## config.mk

```make
export PLATFORM = sky130hd
export DESIGN_NAME = button_conditioner
export DESIGN_NICKNAME = d
export VERILOG_FILES = /design/src/rtl/button_conditioner.sv
export SDC_FILE = /design/constraint.sdc
export NUM_CORES = 1
export LEC_CHECK = 0
export BUFFER_PORTS_ARGS = -buffer_cell sky130_fd_sc_hd__buf_4
export CAP_MARGIN = 20
export CORE_MARGIN = 3
export CORE_UTILIZATION = 30
export CTS_CLUSTER_DIAMETER = 200
export DETAILED_ROUTE_END_ITERATION = 16
export PLACE_DENSITY_LB_ADDON = 0.25
export SLEW_MARGIN = 20
export SYNTH_ARGS = -nofsm -noshare
export SYNTH_HDL_FRONTEND = slang
export SYNTH_SLANG_ARGS = --single-unit
```

## constraint.sdc

```tcl
create_clock -name clk -period 5 [get_ports clk]
set_input_delay 1 -clock clk [delete_from_list [all_inputs] [get_ports clk]]
set_output_delay 1 -clock clk [all_outputs]
set_load 0.01 [all_outputs]
```

## src/rtl/button_conditioner.sv

```systemverilog
// Push-button front end: 2-flop synchronizer, per-channel debounce, press/release
// pulses and auto-repeat press pulses on masked channels.
module button_conditioner #(
  parameter int                     NUM_BUTTONS         = 6,
  parameter int                     DEBOUNCE_CYCLES     = 2500000,
  parameter int                     REPEAT_DELAY_CYCLES = 62500000,
  parameter int                     REPEAT_RATE_CYCLES  = 12500000,
  parameter logic [NUM_BUTTONS-1:0] REPEAT_MASK         = 6'b011000
) (
  input  logic                       clk,
  input  logic                       reset,
  input  logic [NUM_BUTTONS-1:0]     btn_raw,
  output logic [NUM_BUTTONS-1:0]     btn_level,
  output logic [NUM_BUTTONS-1:0]     btn_press,
  output logic [NUM_BUTTONS-1:0]     btn_release,
  output logic [2*NUM_BUTTONS-1:0]   dbg_state_o
);

  localparam int DBW     = $clog2(DEBOUNCE_CYCLES + 1);
  localparam int RPT_MAX = (REPEAT_DELAY_CYCLES > REPEAT_RATE_CYCLES) ?
                           REPEAT_DELAY_CYCLES : REPEAT_RATE_CYCLES;
  localparam int RW      = $clog2(RPT_MAX + 1);

  localparam logic [DBW-1:0] DB_LAST    = DBW'(DEBOUNCE_CYCLES - 1);
  localparam logic [RW-1:0]  DELAY_LAST = RW'(REPEAT_DELAY_CYCLES - 1);
  localparam logic [RW-1:0]  RATE_LAST  = RW'(REPEAT_RATE_CYCLES - 1);

  typedef enum logic [1:0] {
    ST_IDLE   = 2'd0,
    ST_HELD   = 2'd1,
    ST_REPEAT = 2'd2
  } state_e;

  logic [NUM_BUTTONS-1:0] sync1_q, sync2_q;

  always_ff @(posedge clk or negedge reset) begin
    if (!reset) begin
      sync1_q <= '0;
      sync2_q <= '0;
    end else begin
      sync1_q <= btn_raw;
      sync2_q <= sync1_q;
    end
  end

  for (genvar i = 0; i < NUM_BUTTONS; i++) begin : g_chan
    logic [DBW-1:0] db_cnt_q, db_cnt_d;
    logic [RW-1:0]  rpt_cnt_q;
    logic           level_q, press_q, release_q;
    logic           mismatch, db_done;
    state_e         state_q;

    assign mismatch = sync2_q[i] ^ level_q;
    assign db_done  = mismatch && (db_cnt_q == DB_LAST);

    always_comb begin
      db_cnt_d = db_cnt_q + DBW'(1);
      if (!mismatch || db_done) db_cnt_d = '0;
    end

    // A debounced edge always wins over a repeat pulse due in the same cycle.
    always_ff @(posedge clk or negedge reset) begin
      if (!reset) begin
        db_cnt_q  <= '0;
        rpt_cnt_q <= '0;
        level_q   <= 1'b0;
        press_q   <= 1'b0;
        release_q <= 1'b0;
        state_q   <= ST_IDLE;
      end else begin
        db_cnt_q  <= db_cnt_d;
        press_q   <= 1'b0;
        release_q <= 1'b0;
        if (db_done) level_q <= ~level_q;
        case (state_q)
          ST_IDLE: begin
            if (db_done) begin
              state_q   <= ST_HELD;
              press_q   <= 1'b1;
              rpt_cnt_q <= '0;
            end
          end
          ST_HELD: begin
            if (db_done) begin
              state_q   <= ST_IDLE;
              release_q <= 1'b1;
              rpt_cnt_q <= '0;
            end else if (REPEAT_MASK[i]) begin
              if (rpt_cnt_q == DELAY_LAST) begin
                state_q   <= ST_REPEAT;
                press_q   <= 1'b1;
                rpt_cnt_q <= '0;
              end else begin
                rpt_cnt_q <= rpt_cnt_q + RW'(1);
              end
            end
          end
          ST_REPEAT: begin
            if (db_done) begin
              state_q   <= ST_IDLE;
              release_q <= 1'b1;
              rpt_cnt_q <= '0;
            end else if (rpt_cnt_q == RATE_LAST) begin
              press_q   <= 1'b1;
              rpt_cnt_q <= '0;
            end else begin
              rpt_cnt_q <= rpt_cnt_q + RW'(1);
            end
          end
          default: begin
            state_q   <= ST_IDLE;
            rpt_cnt_q <= '0;
          end
        endcase
      end
    end

    assign btn_level[i]          = level_q;
    assign btn_press[i]          = press_q;
    assign btn_release[i]        = release_q;
    assign dbg_state_o[2*i +: 2] = state_q;
  end

endmodule

```

==> impl_metrics.csv, run 1 <==
group,metric,value,unit
clock_network,clk_path_buf_depth,3,
power_and_ir_drop,internal_power,3.09,mW
placed_design,io_buffers,33,
drt,firstDrtPassIters,5,
critical_path,rr_endpoint,"g_chan[4].rpt_cnt_q[18]",
cells_and_area,nets,1196,
power_and_ir_drop,p_leak,5.30,nW
floorplanning,dieArea,39200,um^2
critical_path,worst_ep_required_time,5470,ps
synthesis,syn_area,11100,um^2
synthesis,synth_area_leader_cell,"dfrtp_1",
clock_network,h-tree-depth,1,
timing,rsz0062_at_grt,"no",
power_and_ir_drop,switchingPower,0.841,mW
floorplanning,coreArea,36000,um^2
cells_and_area,fillerInstances,3672,
global_routing,gr-usage-all-layers,0.116,
cells_and_area,syn_to_final_growth,14.3,%
synthesis,synth_top_cell_area_share,0.502,
timing,min_period_over_period,0.610,
clock_network,cts_resized,0,
placed_design,hpwl,14400,um
drt,wirelength,22100,um
critical_path,reg2reg_slack,1950,ps
timing,finalCriticalPeriod,3050,ps
timing,slew_viol_final,0,
power_and_ir_drop,pwr-share-seq,0.465,
critical_path,cp-start-kind,"flip-flop",
synthesis,synth_cells,1150,
floorplanning,rows,69,
clock_network,cts_buffers,27,
clock_network,cts_sinks,222,
timing,tns,0,ps
power_and_ir_drop,power_frac_comb,0.022,
critical_path,critical_path.slowest_cell,"or4b_1",
synthesis,seq_area_frac_synth,0.502,
power_and_ir_drop,ir_worst_vdd,0.279,mV
timing,fin_skew,11.6,ps
placed_design,gp_congestion,0.745,
critical_path,cp-end-kind,"flip-flop",
timing,setup_viol,0,
drt,vias,7999,
synthesis,synth.distinct_cells,60,
critical_path,cp.arrival,3520,ps
floorplanning,dieWidth,198,um
drt,ant_nets,0,
critical_path,path_max_fanout,27,
timing,max_slew_margin,0.378,
critical_path,path_class,"flip-flop to flip-flop",
global_routing,grt_max_degree,106,
synthesis,synth-edff-count,0,
clock_network,worstSkewPairLatency,540,ps
synthesis,async_flop_share,1.00,
run_status,outcome,"completed",
drt,drc_errors,0,
cells_and_area,drive_gt1_frac,0.0930,
hold_path,hold_start,"sync1_q[5]",
clock_network,cts-root-buf,"clkbuf_16",
global_routing,grt_pass1_wl,39200,um
synthesis,ys.flop_type,"dfrtp_1",
drt,via_per_inst,4.84,
placed_design,placed_cells,1604,
power_and_ir_drop,pwr_density_cell,311,nW/um^2
power_and_ir_drop,p_clk_frac,0.513,
drt,first_iter_violations,361,
power_and_ir_drop,switching_share,0.214,
clock_network,cts_setup_buffers,0,
synthesis,yosysWarnings,0,
global_routing,antenna_found_initial,0,
critical_path,r2r-start,"g_chan[4].db_cnt_q[9]",
synthesis,ys_ff_latch,222,
hold_path,whs_path_depth,0,
clock_network,path_clk_slew,60,ps
floorplanning,pin_count,38,
hold_path,hold_end,"sync2_q[5]",
critical_path,cpPeakStageDelay,540,ps
hold_path,hp-class,"flip-flop to flip-flop",
synthesis,synth_top_cells_by_area,"dfrtp_1 (50%), nor2_1 (6.6%), xor2_1 (6.2%)",
cells_and_area,antenna_cells,0,
critical_path,crit_chain,"or4b_1, or3_4, o41a_1, buf_4, a211o_4, or4_1, nand3_1",
global_routing,gr-total-overflow,0,
clock_network,hold_buffers,0,
critical_path,worstRegToRegCells,7,
flow_run,max-cap-violations,0,
drt,drt-wirelength-per-cell,13.4,um
clock_network,tritoncts,"yes",
global_routing,grt_pass1_vias,8049,
timing,worstMarginPinSlew,933,ps
cells_and_area,final-instance-count-excl-fill,1654,
timing,fmax,328,MHz
floorplanning,die_h,198,um
timing,final-hold-violation-count,0,
floorplanning,initial_core_util,0.307,
synthesis,synth_area_per_cell,9.62,um^2
-- per-layer routing --
metal	track usage	routed length, um	vias to the layer above
met1	0.163	11100	3873
met5	0	0	-
met3	0.0189	720	33
li1	-	-	4013
met4	0.0301	461	0
met2	0.188	9790	80
-- metrics by stage --
stage          utilization  hold WS, ps  total power [mW]  area [um^2]  worst slack, ps
2_1_floorplan            -          331              1.90        11100             2270
3_3_place_gp         0.325          334              1.95        11700             1920
3_5_place_dp         0.325          336              1.95        11700             1940
4_1_cts              0.351          348              4.01        12600             1930
5_1_grt              0.351          352              4.10        12600             1780
6_report             0.351          345              3.93        12600             1950
-- cells in the mapped netlist, drive strengths merged (7+ instances only) --
library cell	count
a2111oi	7
a21oi	16
and2	19
and3	20
and4	12
buf	24
clkbuf	27
dfrtp	222
ha	16
inv	39
mux2	7
nand2	93
nand3	88
nand4	37
nor2	194
nor3	37
nor4	21
nor4b	8
o21ai	13
o311ai	8
o31ai	10
or2	10
or3	13
or4	7
xnor2	60
xor2	78
-- placed cells by master (no fill, tap or decap), types with 8 or more instances in the layout --
master       n
ha_1        16
a21oi_1     16
or2_2        9
o31ai_1     10
and3_1      20
clkbuf_8    11
and2_1      19
buf_4       39
or3_1       12
nor3_1      36
and4_1      12
xnor2_1     60
nor4b_1      8
nand2_1     93
xor2_1      78
o21ai_0     13
nand4_1     37
inv_1       39
dfrtp_1    222
nand3_1     88
nor4_1      21
clkbuf_16   27
nor2_1     194
-- worst max-delay path by stage --
| stage | startpoint | endpoint | slack [ps] |
|---|---|---|---|
| 4_1_cts | g_chan[4].db_cnt_q[9] | g_chan[4].rpt_cnt_q[18] | 1930 |
| 2_1_floorplan | g_chan[4].db_cnt_q[9] | g_chan[4].rpt_cnt_q[18] | 2270 |
| 3_3_place_gp | g_chan[4].db_cnt_q[9] | g_chan[4].rpt_cnt_q[18] | 1920 |
| 3_5_place_dp | g_chan[4].db_cnt_q[9] | g_chan[4].rpt_cnt_q[18] | 1940 |
| 5_1_grt | g_chan[4].db_cnt_q[11] | g_chan[4].rpt_cnt_q[18] | 1780 |
| 6_report | g_chan[4].db_cnt_q[9] | g_chan[4].rpt_cnt_q[18] | 1950 |
-- cell type report --
type                       instances  area, um^2  share of cell area
timing repair buffer              41         328              0.0259
inverter                          39         146              0.0116
multi-input combinational        841        5100               0.403
clock inverter                     9         101             0.00802
tap                              461         577              0.0456
clock buffer                      41         838              0.0663
sequential                       222        5560               0.439
-- critical path, delay by kind of cell, from the launching register on --
kind / cells / cell delay (ps)
AOI/OAI and AO/OA: 2 / 820
buffers and inverters: 1 / 240
DFF: 1 / 400
and+or+nand+nor: 4 / 1530
-- power by group through the flow --
stage                     logic (mW)  registers [mW]  clock network (mW)
final                         0.0870            1.83                2.01
after global placement        0.0925            1.86                   0
after global routing           0.104            1.83                2.17
after CTS                     0.0930            1.83                2.09
after detailed placement      0.0924            1.86                   0
after floorplan               0.0412            1.86                   0
-- kinds of logic (layout without fill, tap and decap cells) --
| family | count (synthesis) | after routing | synth area share |
|---|---|---|---|
| multiplexers | 12 | 12 | 0.0116 |
| other | 1 | 4 | 0.000339 |
| AND/OR/NAND/NOR | 583 | 583 | 0.262 |
| XOR/XNOR | 138 | 138 | 0.109 |
| AO/OA/AOI/OAI | 88 | 88 | 0.0577 |
| buffers and inverters | 90 | 130 | 0.0388 |
| flip-flops | 222 | 222 | 0.502 |
| adder cells (fa/ha/maj) | 16 | 16 | 0.0181 |
-- sequential cells by signal, indices dropped and copies added (netlist names) --
name and cells:
g_chan.rpt_cnt_q 52, g_chan.release_q 6, g_chan.state_q 8, g_chan.level_q 6, sync2_q 6, g_chan.press_q 6
sync1_q 6, g_chan.db_cnt_q 132
No activity file was read; power rests on OpenSTA's default activity.
==> run 2: changes to the inputs <==
ABC_AREA = 1   (was default)
clock period = 3 ns   (was 5 ns; I/O delays follow)
==> run 2 against run 1 <==
The flow now finishes with violations (negative hold slack). Final cell count is 37% higher. Total power up 79%. Non-clock buffer count fell by 3. Global-route usage up 1.8 points. Design area up 15%. Utilization down 0.075 points. Critical path depth grew 3. Largest cell class is now multi-input gates. Highest routed layer unchanged.
==> impl_metrics.csv, run 2 <==
group,metric,value,unit
cells_and_area,drive_gt1_frac,0.0776,
synthesis,synth.distinct_cells,42,
cells_and_area,largest_reg_flops,132,
global_routing,gr-total-overflow,0,
cells_and_area,final_cell_mix,"nand2_1 (349), nor2_1 (297), dfrtp_1 (222)",
cells_and_area,final_common_cell,"nand2_1",
global_routing,grt_max_degree,79,
timing,setup_viol,0,
power_and_ir_drop,p_clk_frac,0.546,
timing,finalCriticalPeriod,2330,ps
clock_network,worstSkewPairLatency,580,ps
drt,drt-wirelength-per-cell,13.4,um
synthesis,synth_top_cell_area_share,0.435,
critical_path,cp-start-kind,"flip-flop",
timing,hold_ws,-5.00,ps
synthesis,synth_cells,1693,
clock_network,cts-root-buf,"clkbuf_16",
global_routing,grt_pass1_wl,51600,um
floorplanning,coreArea,41500,um^2
timing,max_slew_margin,0.487,
critical_path,cp.arrival,2760,ps
global_routing,grt_pass1_vias,10700,
floorplanning,dieArea,45100,um^2
drt,firstDrtPassIters,7,
critical_path,path_max_fanout,19,
timing,final-hold-violation-count,4,
power_and_ir_drop,p_leak,6.05,nW
run_status,outcome,"finished, violations left",
global_routing,gr-usage-all-layers,0.134,
synthesis,netlist_top_cells_count,"nand2_1 (349), nor2_1 (297), dfrtp_1 (222)",
clock_network,cts_setup_buffers,0,
drt,ant_nets,0,
timing,slew_viol_final,0,
clock_network,cts_resized,0,
clock_network,hold_buffers,0,
floorplanning,initial_core_util,0.308,
flow_run,max-cap-violations,0,
cells_and_area,nets,1739,
placed_design,io_buffers,33,
floorplanning,rows,74,
floorplanning,pin_count,38,
global_routing,antenna_found_initial,0,
timing,min_period_over_period,0.778,
floorplanning,dieWidth,212,um
cells_and_area,syn_to_final_growth,13.7,%
cells_and_area,postLayoutCoreUtil,0.350,
critical_path,worst_ep_required_time,3420,ps
clock_network,tritoncts,"yes",
power_and_ir_drop,internal_power,5.48,mW
synthesis,synth-edff-count,0,
timing,rsz0062_at_grt,"no",
synthesis,async_flop_share,1.00,
drt,vias,10800,
timing,worstMarginPinSlew,768,ps
power_and_ir_drop,switchingPower,1.56,mW
power_and_ir_drop,ir_worst_vdd,0.366,mV
floorplanning,die_h,212,um
clock_network,cts_buffers,30,
drt,drc_errors,0,
drt,first_iter_violations,745,
placed_design,gp_congestion,0.879,
clock_network,h-tree-depth,1,
critical_path,worstRegToRegCells,10,
hold_path,hp-class,"primary input to asynchronous set/reset pin",
synthesis,synth.most_common_cell,"nand2_1",
power_and_ir_drop,switching_share,0.222,
synthesis,synth_area_leader_cell,"dfrtp_1",
clock_network,clk_path_buf_depth,3,
cells_and_area,top_regs,"g_chan.db_cnt_q: 132 flops, g_chan.rpt_cnt_q: 52 flops, g_chan.state_q: 8 flops",
clock_network,cts_sinks,222,
timing,fin_skew,24.0,ps
cells_and_area,top_register,"g_chan.db_cnt_q",
cells_and_area,antenna_cells,0,
timing,fmax,428,MHz
synthesis,ys.flop_type,"dfrtp_1",
synthesis,ys_ff_latch,222,
synthesis,seq_area_frac_synth,0.435,
synthesis,syn_area,12800,um^2
drt,wirelength,30400,um
synthesis,synth_top_cells_by_area,"dfrtp_1 (43%), nand2_1 (10%), nor2_1 (8.7%)",
synthesis,synth_area_per_cell,7.55,um^2
placed_design,hpwl,21800,um
power_and_ir_drop,pwr_density_cell,485,nW/um^2
clock_network,path_clk_slew,60,ps
power_and_ir_drop,finalPower,7.05,mW
timing,tns,0,ps
power_and_ir_drop,power_frac_comb,0.022,
drt,via_per_inst,4.77,
run_status,violations,"negative hold slack",
critical_path,path_class,"flip-flop to flip-flop",
power_and_ir_drop,pwr-share-seq,0.432,
critical_path,cp-end-kind,"flip-flop",
synthesis,yosysWarnings,0,
-- run 2: stage by stage --
stage               setup WS [ps]  cell area (um^2)  std cells  hold slack, ps
detailed placement            681             13400       2215             337
CTS                           629             14500       2271            4.75
finish                        666             14500       2271           -5.00
floorplan                    1260             12800       1696             304
global placement              765             13400       2215             336
global route                  455             14500       2271            29.6
-- run 2: worst paths after layout --
kind,from,end,slack (ps)
setup reg to reg,g_chan[3].db_cnt_q[0],g_chan[3].rpt_cnt_q[13],670
hold reg to reg,sync1_q[2],sync2_q[2],350
hold / removal,reset,g_chan[5].level_q,-5
max in group asynchronous,reset,g_chan[3].rpt_cnt_q[18],2090
setup / recovery,g_chan[3].db_cnt_q[0],g_chan[3].rpt_cnt_q[13],670
min in group clk,btn_raw[5],sync1_q[5],130
-- run 2: kinds of logic after synthesis --
group	synth area share
AO/OA/AOI/OAI	0.0402
XOR/XNOR	0.0507
adder cells (fa/ha/maj)	0.0157
buffers and inverters	0.0882
flip-flops	0.435
multiplexers	0.00176
other	0.000293
AND/OR/NAND/NOR	0.369
-- run 2: layout make-up --
| class | instances | area, um^2 |
|---|---|---|
| Fill cell | 4399 | 26900 |
| Multi-Input combinational cell | 1215 | 6110 |
| Sequential cell | 222 | 5560 |
| Clock buffer | 42 | 896 |
| Inverter | 208 | 783 |
| Tap cell | 532 | 666 |
| Timing Repair Buffer | 38 | 330 |
| Clock inverter | 14 | 194 |
-- run 2: layer usage --
layer / GRT usage / vias up / part of all wire
met5: 0 / - / 0
met4: 0.0395 / 0 / 0.026
met3: 0.0221 / 61 / 0.041
met2: 0.220 / 210 / 0.45
met1: 0.183 / 5035 / 0.48
li1: - / 5537 / -
-- run 2: worst max-delay path, cell delays in order (launching register included) --
cell	delay, ps
dfrtp_1	370
ha_1	200
nand2_1	120
nor2_4	150
inv_2	70
nor2_2	150
nand3_4	140
nand2_4	250
inv_2	180
a21oi_2	450
nor2_1	110
-- run 2: power by group through the flow --
stage               combinational, mW  sequential [mW]  clock (mW)
global placement                0.163             3.10           0
detailed placement              0.165             3.10           0
finish                          0.157             3.04        3.84
CTS                             0.166             3.04        3.98
global route                    0.186             3.05        4.10
floorplan                      0.0716             3.09           0
